**config.mk**
```make
export PLATFORM = sky130hd
export DESIGN_NAME = pkt_parser_stream
export DESIGN_NICKNAME = d
export VERILOG_FILES = /design/src/rtl/pkt_parser_stream.sv
export SDC_FILE = /design/constraint.sdc
export NUM_CORES = 2
export LEC_CHECK = 0
export ABC_AREA = 0
export CORE_ASPECT_RATIO = 0.7
export CORE_MARGIN = 2
export CORE_UTILIZATION = 25
export CTS_BUF_LIST = sky130_fd_sc_hd__clkbuf_8
export DETAILED_ROUTE_END_ITERATION = 7
export DONT_BUFFER_PORTS = 1
export GPL_TIMING_DRIVEN = 0
export PLACE_DENSITY_LB_ADDON = 0.3
export SKIP_CTS_REPAIR_TIMING = 1
export SYNTH_ARGS = -nofsm -noshare
export SYNTH_HDL_FRONTEND = slang
export SYNTH_SLANG_ARGS = --single-unit
export TNS_END_PERCENT = 1
```
**constraint.sdc**
```tcl
create_clock -name clk -period 4.63 [get_ports clk]
set_clock_uncertainty 0.2 [all_clocks]
set_input_delay 0 -clock clk [delete_from_list [all_inputs] [get_ports clk]]
set_output_delay 0 -clock clk [all_outputs]
set_load 0.005 [all_outputs]
```
**src/rtl/pkt_parser_stream.sv**
```systemverilog
// Ethernet/IP/TCP header parser with a registered valid/ready payload stage and
// double-buffered header outputs. Define PKT_PARSER_STATS_EN for saturating counters.
//
// state   | meaning
// S_IDLE  | waiting for Ethernet word 0
// S_ETH   | capturing remaining Ethernet words
// S_IP    | capturing IP header words
// S_TCP   | capturing TCP header words, publishes on the final one
// S_PAY   | forwarding payload words to the output register
// S_DROP  | discarding words past the payload limit until last_in
module pkt_parser_stream #(
  parameter int WIDTH             = 32,
  parameter int ETH_WORDS         = 4,
  parameter int IP_WORDS          = 5,
  parameter int TCP_WORDS         = 5,
  parameter int MAX_PAYLOAD_WORDS = 256
) (
  input  logic                       clk,
  input  logic                       rst,
  input  logic [WIDTH-1:0]           data_in,
  input  logic                       valid_in,
  input  logic                       last_in,
  output logic                       ready_in,
  output logic [WIDTH-1:0]           data_out,
  output logic                       valid_out,
  output logic                       last_out,
  input  logic                       ready_out,
  output logic [ETH_WORDS*WIDTH-1:0] eth_hdr,
  output logic [IP_WORDS*WIDTH-1:0]  ip_hdr,
  output logic [TCP_WORDS*WIDTH-1:0] tcp_hdr,
  output logic                       hdr_valid,
  output logic                       err_runt,
  output logic                       err_oversize
`ifdef PKT_PARSER_STATS_EN
  ,
  output logic [15:0]                pkt_cnt,
  output logic [15:0]                runt_cnt,
  output logic [15:0]                oversize_cnt
`endif
);

  localparam int EW    = ETH_WORDS * WIDTH;
  localparam int IW    = IP_WORDS * WIDTH;
  localparam int TW    = TCP_WORDS * WIDTH;
  localparam int HMAX  = (ETH_WORDS > IP_WORDS) ? ETH_WORDS : IP_WORDS;
  localparam int HMAX2 = (HMAX > TCP_WORDS) ? HMAX : TCP_WORDS;
  localparam int LMAX  = (HMAX2 > MAX_PAYLOAD_WORDS) ? HMAX2 : MAX_PAYLOAD_WORDS;
  localparam int CW    = $clog2(LMAX) + 1;

  localparam logic [CW-1:0] ETH_LAST = CW'(ETH_WORDS - 1);
  localparam logic [CW-1:0] IP_LAST  = CW'(IP_WORDS - 1);
  localparam logic [CW-1:0] TCP_LAST = CW'(TCP_WORDS - 1);
  localparam logic [CW-1:0] PAY_LAST = CW'(MAX_PAYLOAD_WORDS - 1);

  typedef enum logic [2:0] {S_IDLE, S_ETH, S_IP, S_TCP, S_PAY, S_DROP} state_t;

  state_t           state_q, state_d;
  logic [CW-1:0]    eth_cnt_q, eth_cnt_d, ip_cnt_q, ip_cnt_d;
  logic [CW-1:0]    tcp_cnt_q, tcp_cnt_d, pay_cnt_q, pay_cnt_d;
  logic [EW-1:0]    eth_sh_q, eth_sh_d, eth_hdr_q, eth_hdr_d;
  logic [IW-1:0]    ip_sh_q, ip_sh_d, ip_hdr_q, ip_hdr_d;
  logic [TW-1:0]    tcp_sh_q, tcp_sh_d, tcp_hdr_q, tcp_hdr_d;
  logic [WIDTH-1:0] data_out_q, data_out_d;
  logic             valid_out_q, valid_out_d, last_out_q, last_out_d;
  logic             hdr_valid_q, err_runt_q, err_ov_q;
  logic             beat, publish, runt, oversize;

  // Header regions never stall; only the payload stage applies backpressure.
  assign ready_in = (state_q == S_PAY) ? (!valid_out_q || ready_out) : 1'b1;
  assign beat     = valid_in && ready_in;

  always_comb begin
    state_d     = state_q;
    eth_cnt_d   = eth_cnt_q;
    ip_cnt_d    = ip_cnt_q;
    tcp_cnt_d   = tcp_cnt_q;
    pay_cnt_d   = pay_cnt_q;
    eth_sh_d    = eth_sh_q;
    ip_sh_d     = ip_sh_q;
    tcp_sh_d    = tcp_sh_q;
    eth_hdr_d   = eth_hdr_q;
    ip_hdr_d    = ip_hdr_q;
    tcp_hdr_d   = tcp_hdr_q;
    data_out_d  = data_out_q;
    valid_out_d = valid_out_q;
    last_out_d  = last_out_q;
    publish     = 1'b0;
    runt        = 1'b0;
    oversize    = 1'b0;

    if (valid_out_q && ready_out) begin
      valid_out_d = 1'b0;
      last_out_d  = 1'b0;
    end

    case (state_q)
      S_IDLE, S_ETH: if (beat) begin
        eth_sh_d = EW'({data_in, eth_sh_q} >> WIDTH);
        if (last_in) begin
          runt = 1'b1;
        end else if (eth_cnt_q == ETH_LAST) begin
          eth_cnt_d = '0;
          state_d   = S_IP;
        end else begin
          eth_cnt_d = eth_cnt_q + CW'(1);
          state_d   = S_ETH;
        end
      end
      S_IP: if (beat) begin
        ip_sh_d = IW'({data_in, ip_sh_q} >> WIDTH);
        if (last_in) begin
          runt = 1'b1;
        end else if (ip_cnt_q == IP_LAST) begin
          ip_cnt_d = '0;
          state_d  = S_TCP;
        end else begin
          ip_cnt_d = ip_cnt_q + CW'(1);
        end
      end
      S_TCP: if (beat) begin
        tcp_sh_d = TW'({data_in, tcp_sh_q} >> WIDTH);
        if (tcp_cnt_q == TCP_LAST) begin
          publish   = 1'b1;
          tcp_cnt_d = '0;
          eth_hdr_d = eth_sh_q;
          ip_hdr_d  = ip_sh_q;
          tcp_hdr_d = tcp_sh_d;
          state_d   = last_in ? S_IDLE : S_PAY;
        end else if (last_in) begin
          runt = 1'b1;
        end else begin
          tcp_cnt_d = tcp_cnt_q + CW'(1);
        end
      end
      S_PAY: if (beat) begin
        data_out_d  = data_in;
        valid_out_d = 1'b1;
        last_out_d  = last_in;
        if (last_in) begin
          pay_cnt_d = '0;
          state_d   = S_IDLE;
        end else if (pay_cnt_q == PAY_LAST) begin
          // Truncate: the limit word closes the packet downstream.
          last_out_d = 1'b1;
          oversize   = 1'b1;
          pay_cnt_d  = '0;
          state_d    = S_DROP;
        end else begin
          pay_cnt_d = pay_cnt_q + CW'(1);
        end
      end
      S_DROP: if (beat && last_in) state_d = S_IDLE;
      default: state_d = S_IDLE;
    endcase

    if (runt) begin
      state_d   = S_IDLE;
      eth_cnt_d = '0;
      ip_cnt_d  = '0;
      tcp_cnt_d = '0;
      eth_sh_d  = '0;
      ip_sh_d   = '0;
      tcp_sh_d  = '0;
    end
  end

  always_ff @(posedge clk or negedge rst) begin
    if (!rst) begin
      state_q     <= S_IDLE;
      eth_cnt_q   <= '0;
      ip_cnt_q    <= '0;
      tcp_cnt_q   <= '0;
      pay_cnt_q   <= '0;
      eth_sh_q    <= '0;
      ip_sh_q     <= '0;
      tcp_sh_q    <= '0;
      eth_hdr_q   <= '0;
      ip_hdr_q    <= '0;
      tcp_hdr_q   <= '0;
      data_out_q  <= '0;
      valid_out_q <= 1'b0;
      last_out_q  <= 1'b0;
      hdr_valid_q <= 1'b0;
      err_runt_q  <= 1'b0;
      err_ov_q    <= 1'b0;
    end else begin
      state_q     <= state_d;
      eth_cnt_q   <= eth_cnt_d;
      ip_cnt_q    <= ip_cnt_d;
      tcp_cnt_q   <= tcp_cnt_d;
      pay_cnt_q   <= pay_cnt_d;
      eth_sh_q    <= eth_sh_d;
      ip_sh_q     <= ip_sh_d;
      tcp_sh_q    <= tcp_sh_d;
      eth_hdr_q   <= eth_hdr_d;
      ip_hdr_q    <= ip_hdr_d;
      tcp_hdr_q   <= tcp_hdr_d;
      data_out_q  <= data_out_d;
      valid_out_q <= valid_out_d;
      last_out_q  <= last_out_d;
      hdr_valid_q <= publish;
      err_runt_q  <= runt;
      err_ov_q    <= oversize;
    end
  end

  assign data_out     = data_out_q;
  assign valid_out    = valid_out_q;
  assign last_out     = last_out_q;
  assign eth_hdr      = eth_hdr_q;
  assign ip_hdr       = ip_hdr_q;
  assign tcp_hdr      = tcp_hdr_q;
  assign hdr_valid    = hdr_valid_q;
  assign err_runt     = err_runt_q;
  assign err_oversize = err_ov_q;

`ifdef PKT_PARSER_STATS_EN
  logic [15:0] pkt_cnt_q, runt_cnt_q, ov_cnt_q;

  always_ff @(posedge clk or negedge rst) begin
    if (!rst) begin
      pkt_cnt_q  <= '0;
      runt_cnt_q <= '0;
      ov_cnt_q   <= '0;
    end else begin
      if (hdr_valid_q && pkt_cnt_q != 16'hFFFF) pkt_cnt_q <= pkt_cnt_q + 16'd1;
      if (err_runt_q && runt_cnt_q != 16'hFFFF) runt_cnt_q <= runt_cnt_q + 16'd1;
      if (err_ov_q && ov_cnt_q != 16'hFFFF) ov_cnt_q <= ov_cnt_q + 16'd1;
    end
  end

  assign pkt_cnt      = pkt_cnt_q;
  assign runt_cnt     = runt_cnt_q;
  assign oversize_cnt = ov_cnt_q;
`endif

endmodule

```
[After elaboration in Yosys (flattened, before gate mapping)]
Index checks and enable logic that the tools add are counted.
Word-level totals
  register bits after elaboration: 972
  output and inout bits: 486
Operators by class
  $add $sub $neg: 4
  equal/unequal tests: 21
  muxes and demuxes: 61
  reduce and logical (&&, ||, !) cells: 21
Operators with widths (count)
  $mux 160: 6
  $mux 128: 3
  $mux 9: 17
  $mux 3: 13
  $add 9x1->9 const B: 4
  $ne 3x3->1 const B: 9
  $mux 1: 19
  $eq 9x3->1 const B: 2
  $pmux 3 s5: 1
  $reduce_and 3->1: 4
  $reduce_and 10->1: 1
  $eq 9x2->1 const B: 1
  $eq 9x8->1 const B: 1
  $reduce_and 2->1: 4
  $reduce_bool 2->1: 4
  $eq 3x2->1 const B: 2
  $eq 3x3->1 const B: 2
  $ne 4x3->1 const B: 1
  $eq 3x1->1 const B: 1
  $logic_and 1x1->1: 3
  $logic_not 3->1: 1
  $ne 3x1->1 const B: 1
  $reduce_or 3->1: 1
  $mux 2: 1
  5 further kinds: 5

[Logic depth before layout (Yosys ltp)]
  depth in word-level cells: 8
  mapped depth: 8

[Worst setup path after synthesis]
No wires, ideal clock.
  path kind: reg2reg
  from: reg tcp_cnt_q[0]
  to: reg state_q[0]
  arrival: 1.912 ns
  data required time: 4.302 ns
  path slack: 2.390 ns
  stages on the path, launching flop included: 8
  buffers on the path: 0
  clock period less this slack: 2.240 ns
  cell sequence: dfrtp_1 > inv_1 > ha_1 > nor4b_4 > a41oi_2 > nor2_2 > a221oi_1 > mux2_1
On the way
  word-level cells in the longest chain between the ends: 6
RTL lines
  from (decl): line 59  | logic [CW-1:0] tcp_cnt_q, tcp_cnt_d, pay_cnt_q, pay_cnt_d;
  from (signal assigned): line 190  | tcp_cnt_q <= tcp_cnt_d;
  $eq 9x3->1 (*): line 122  | if (tcp_cnt_q == TCP_LAST) begin
  $mux 1: line 122
  $mux 1: line 120  | S_TCP: if (beat) begin
  $pmux 1 s2: line 96  | case (state_q)
  $ne 4x3->1 (no source line) / $ne 3x3->1 (equally long branches)
  $reduce_and 10->1 (no source line)
  to (signal assigned): line 187  | state_q <= state_d;
  to (decl): line 57  | state_t state_q, state_d;
Every way passes the cells marked *; elsewhere a longest branch is shown, timed or not.
A chain may end at the register's enable or synchronous reset.

[Worst setup path in the final report]
  from: reg tcp_cnt_q[0]
  to: reg ip_sh_q[154]
On the way
  word-level cells in the longest chain between the ends: 6
RTL lines
  $eq 9x3->1 (*): line 122
  $mux 1 (*): line 122
  $mux 1 (*): line 120
  $pmux 1 s2 (*): line 96
  $reduce_bool 2->1 (no source line)
  $reduce_and 2->1 (no source line)
  to (signal assigned): line 193  | ip_sh_q <= ip_sh_d;
  to (decl): line 61  | logic [IW-1:0] ip_sh_q, ip_sh_d, ip_hdr_q, ip_hdr_d;
Marks and branches as above.

==> out/results.ini <==
[layout]
nFillCells=14800
drive_gt1_share_pct=24.3
syn2layout_area_growth_pct=17.9
final_common_cell=dfrtp_1
final_cell_area_mm2=0.0423
fin_cells=5137
fin_util_pct=29.6
final_cell_mix=dfrtp_1, nand2_1, mux2_2
finalNetCount=3160

[placed_design]
place_congestion=0.794
hpwl_um=89500
place_area_mm2=0.0383
io_buffers=0
pre_cts_ws_ns=0.198
post-place-cells=4785

[floorplanning]
start_util_pct=25.2
boundaryPins=523
fp.dieW_um=457
die_h_um=321
dieArea_mm2=0.147
num_rows=116
coreArea_mm2=0.143

[setup_path]
crit_arrival_ns=4.85
cp-end-kind=register
critical_path_class=register to register
crit_fanout=11
worstSetupStartpoint=tcp_cnt_q[0]
r2r-start=tcp_cnt_q[0]
reg2reg_slack_ns=0.36
reg2reg_depth=8
required_ns=5.21
worstSetupStartpointType=register
r2r-end=ip_sh_q[154]

[timing]
fin_crit_sh_pct=92.3
drv_slew=12
worst_pin_slew_ns=1.51
tns_ns=0
setup_slack_ns=0.356
fin_crit_ns=4.27
max-slew-margin-rel_pct=-0.819
timing.fmax_mhz=234
setup_viol=0
hold_viol=0
rsz0062_at_grt=no

[synth]
postSynthAreaPerCell_um2=12.4
yosysTopAreaCellShare_pct=65.5
syn_nets=2940
synth_seq_cells=940
synth_area_leaders=dfrtp_1, mux2_2, nand2_1, a21oi_1, a22o_1
yosys_warnings=0
synth_top_flop_cell=dfrtp_1
synth_area_leader_cell=dfrtp_1
synth_cells=2897
synth_seq_area_share_pct=65.5
netlist_area_mm2=0.0359
async_flop_share_pct=100
synth-edff-count=0
synth.distinct_cells=49

[routing]
drcViolationCount=0
vias=23200
final_antenna_net_count=0
dr.pass1.iters=8
avgRoutedWirePerCell_um=24.5
drt_iter0_drc=1652
postRouteWirelength_um=126000
via_per_inst=4.52

[cts]
clk_latency_ns=0.89
cts_tree=done
htreeDepth=4
numCtsBuffers=160
clk_pin_slew_ns=0.06
clock_path_buffers=3
clkSinkCount=940
root_buffer=clkbuf_8

[global_route]
first_global_vias=23200
grt_antenna_before_repair=22
grt-ovfl-total=0
grt_pass1_wl_um=178000
grt_max_degree=941
grt.total_usage_pct=16.9

[hold_path]
holdPathStages=2
holdPathEnd=ip_sh_q[146]
min_from=data_in[18]
worstHoldPathType=input pin to register

[power]
ir_worst_vdd_uv=258
p_leak_nw=20.0
power_density_mw_per_mm2=480

[outcome]
violations=max-capacitance violations, max-slew violations
status=finished, violations left

[run]
cap_violations=1

## how the worst max path moves through the flow
stage / cells after the start / slack, ns / endpoint
floorplan: 7 / 2.39 / state_q[0]
global placement: 6 / 0.23 / ip_hdr[5]
detailed placement: 6 / 0.20 / ip_hdr[1]
CTS: 6 / 0.19 / ip_hdr[1]
global route: 6 / 0.17 / ip_hdr[3]
finish: 8 / 0.36 / ip_sh_q[154]
## through the flow
step           hold slack [ns]  total power [W]
6_report                0.0227           0.0203
5_1_grt               -0.00271           0.0215
4_1_cts                  -1.48           0.0203
3_5_place_dp            -0.458           0.0123
3_3_place_gp            -0.460           0.0122
2_1_floorplan           -0.496           0.0113
## layer usage
metal	vias to the layer above	part of all wire [%]	GRT usage, %
li1	10400	-	-
met5	-	0.0088	0
met4	2	2.4	5.41
met1	11900	44	22.1
met3	180	8.8	6.70
met2	689	45	25.3
## state kept, by name (all words and copies together), names as in the netlist
name and cells:
ip_hdr 160, ip_sh_q 160, tcp_hdr 160, eth_hdr 128, eth_sh_q 128, tcp_sh_q 128, data_out 32, eth_cnt_q 9
ip_cnt_q 9, pay_cnt_q 9, tcp_cnt_q 9, state_q 3, err_oversize 1, err_runt 1, hdr_valid 1, last_out 1
valid_out 1
## synth_stat cells, types with 9 or more instances
cell type  number
a22o_1         98
inv_1           9
o21ai_0        29
nand2_1       671
nor2_1         27
nand3_1        18
nor3_1         10
a21oi_1       332
clkbuf_1      123
and3_1         13
o21ai_1        16
buf_2          61
dfrtp_1       940
mux2_2        481
## power breakdown
group          internal [W]  leakage (nW)  switching (W)  total, W
logic              0.000849          5.18        0.00169   0.00254
registers           0.00908          13.0       0.000811   0.00989
clock network       0.00421          1.91        0.00370   0.00790
## critical path: stages, from the launching register on
cell           delay [ns]
dfrtp_1              0.39
inv_1                0.06
ha_1                 0.19
nor4b_4              0.15
a41oi_2              0.59
clkbuf_1             1.16
clkbuf_1             0.76
a21oi_1              0.07
dlygate4sd3_1        0.60
## cell families (layout without fill, tap and decap cells)
| group | count (synthesis) | in the layout | synth area share (%) |
|---|---|---|---|
| compound gates | 494 | 494 | 8.10 |
| xor+xnor | 3 | 3 | 0.0732 |
| fa+ha+maj | 6 | 6 | 0.209 |
| buf+inv | 198 | 540 | 2.28 |
| flops | 940 | 940 | 65.5 |
| mux | 485 | 485 | 15.2 |
| other cells | 0 | 10 | 0 |
| simple gates | 771 | 771 | 8.66 |
## layout make-up
| class | instances | area (um2) | share of cell area [%] |
|---|---|---|---|
| Antenna cell | 10 | 25.0 | 0.0591 |
| Buffer | 189 | 786 | 1.86 |
| Clock buffer | 196 | 2700 | 6.37 |
| Clock inverter | 88 | 639 | 1.51 |
| Inverter | 9 | 33.8 | 0.0798 |
| Multi-Input combinational cell | 1759 | 11600 | 27.4 |
| Sequential cell | 940 | 23500 | 55.6 |
| Tap cell | 1888 | 2360 | 5.58 |
| Timing Repair Buffer | 58 | 688 | 1.63 |
(Power assumes the default switching activity.)
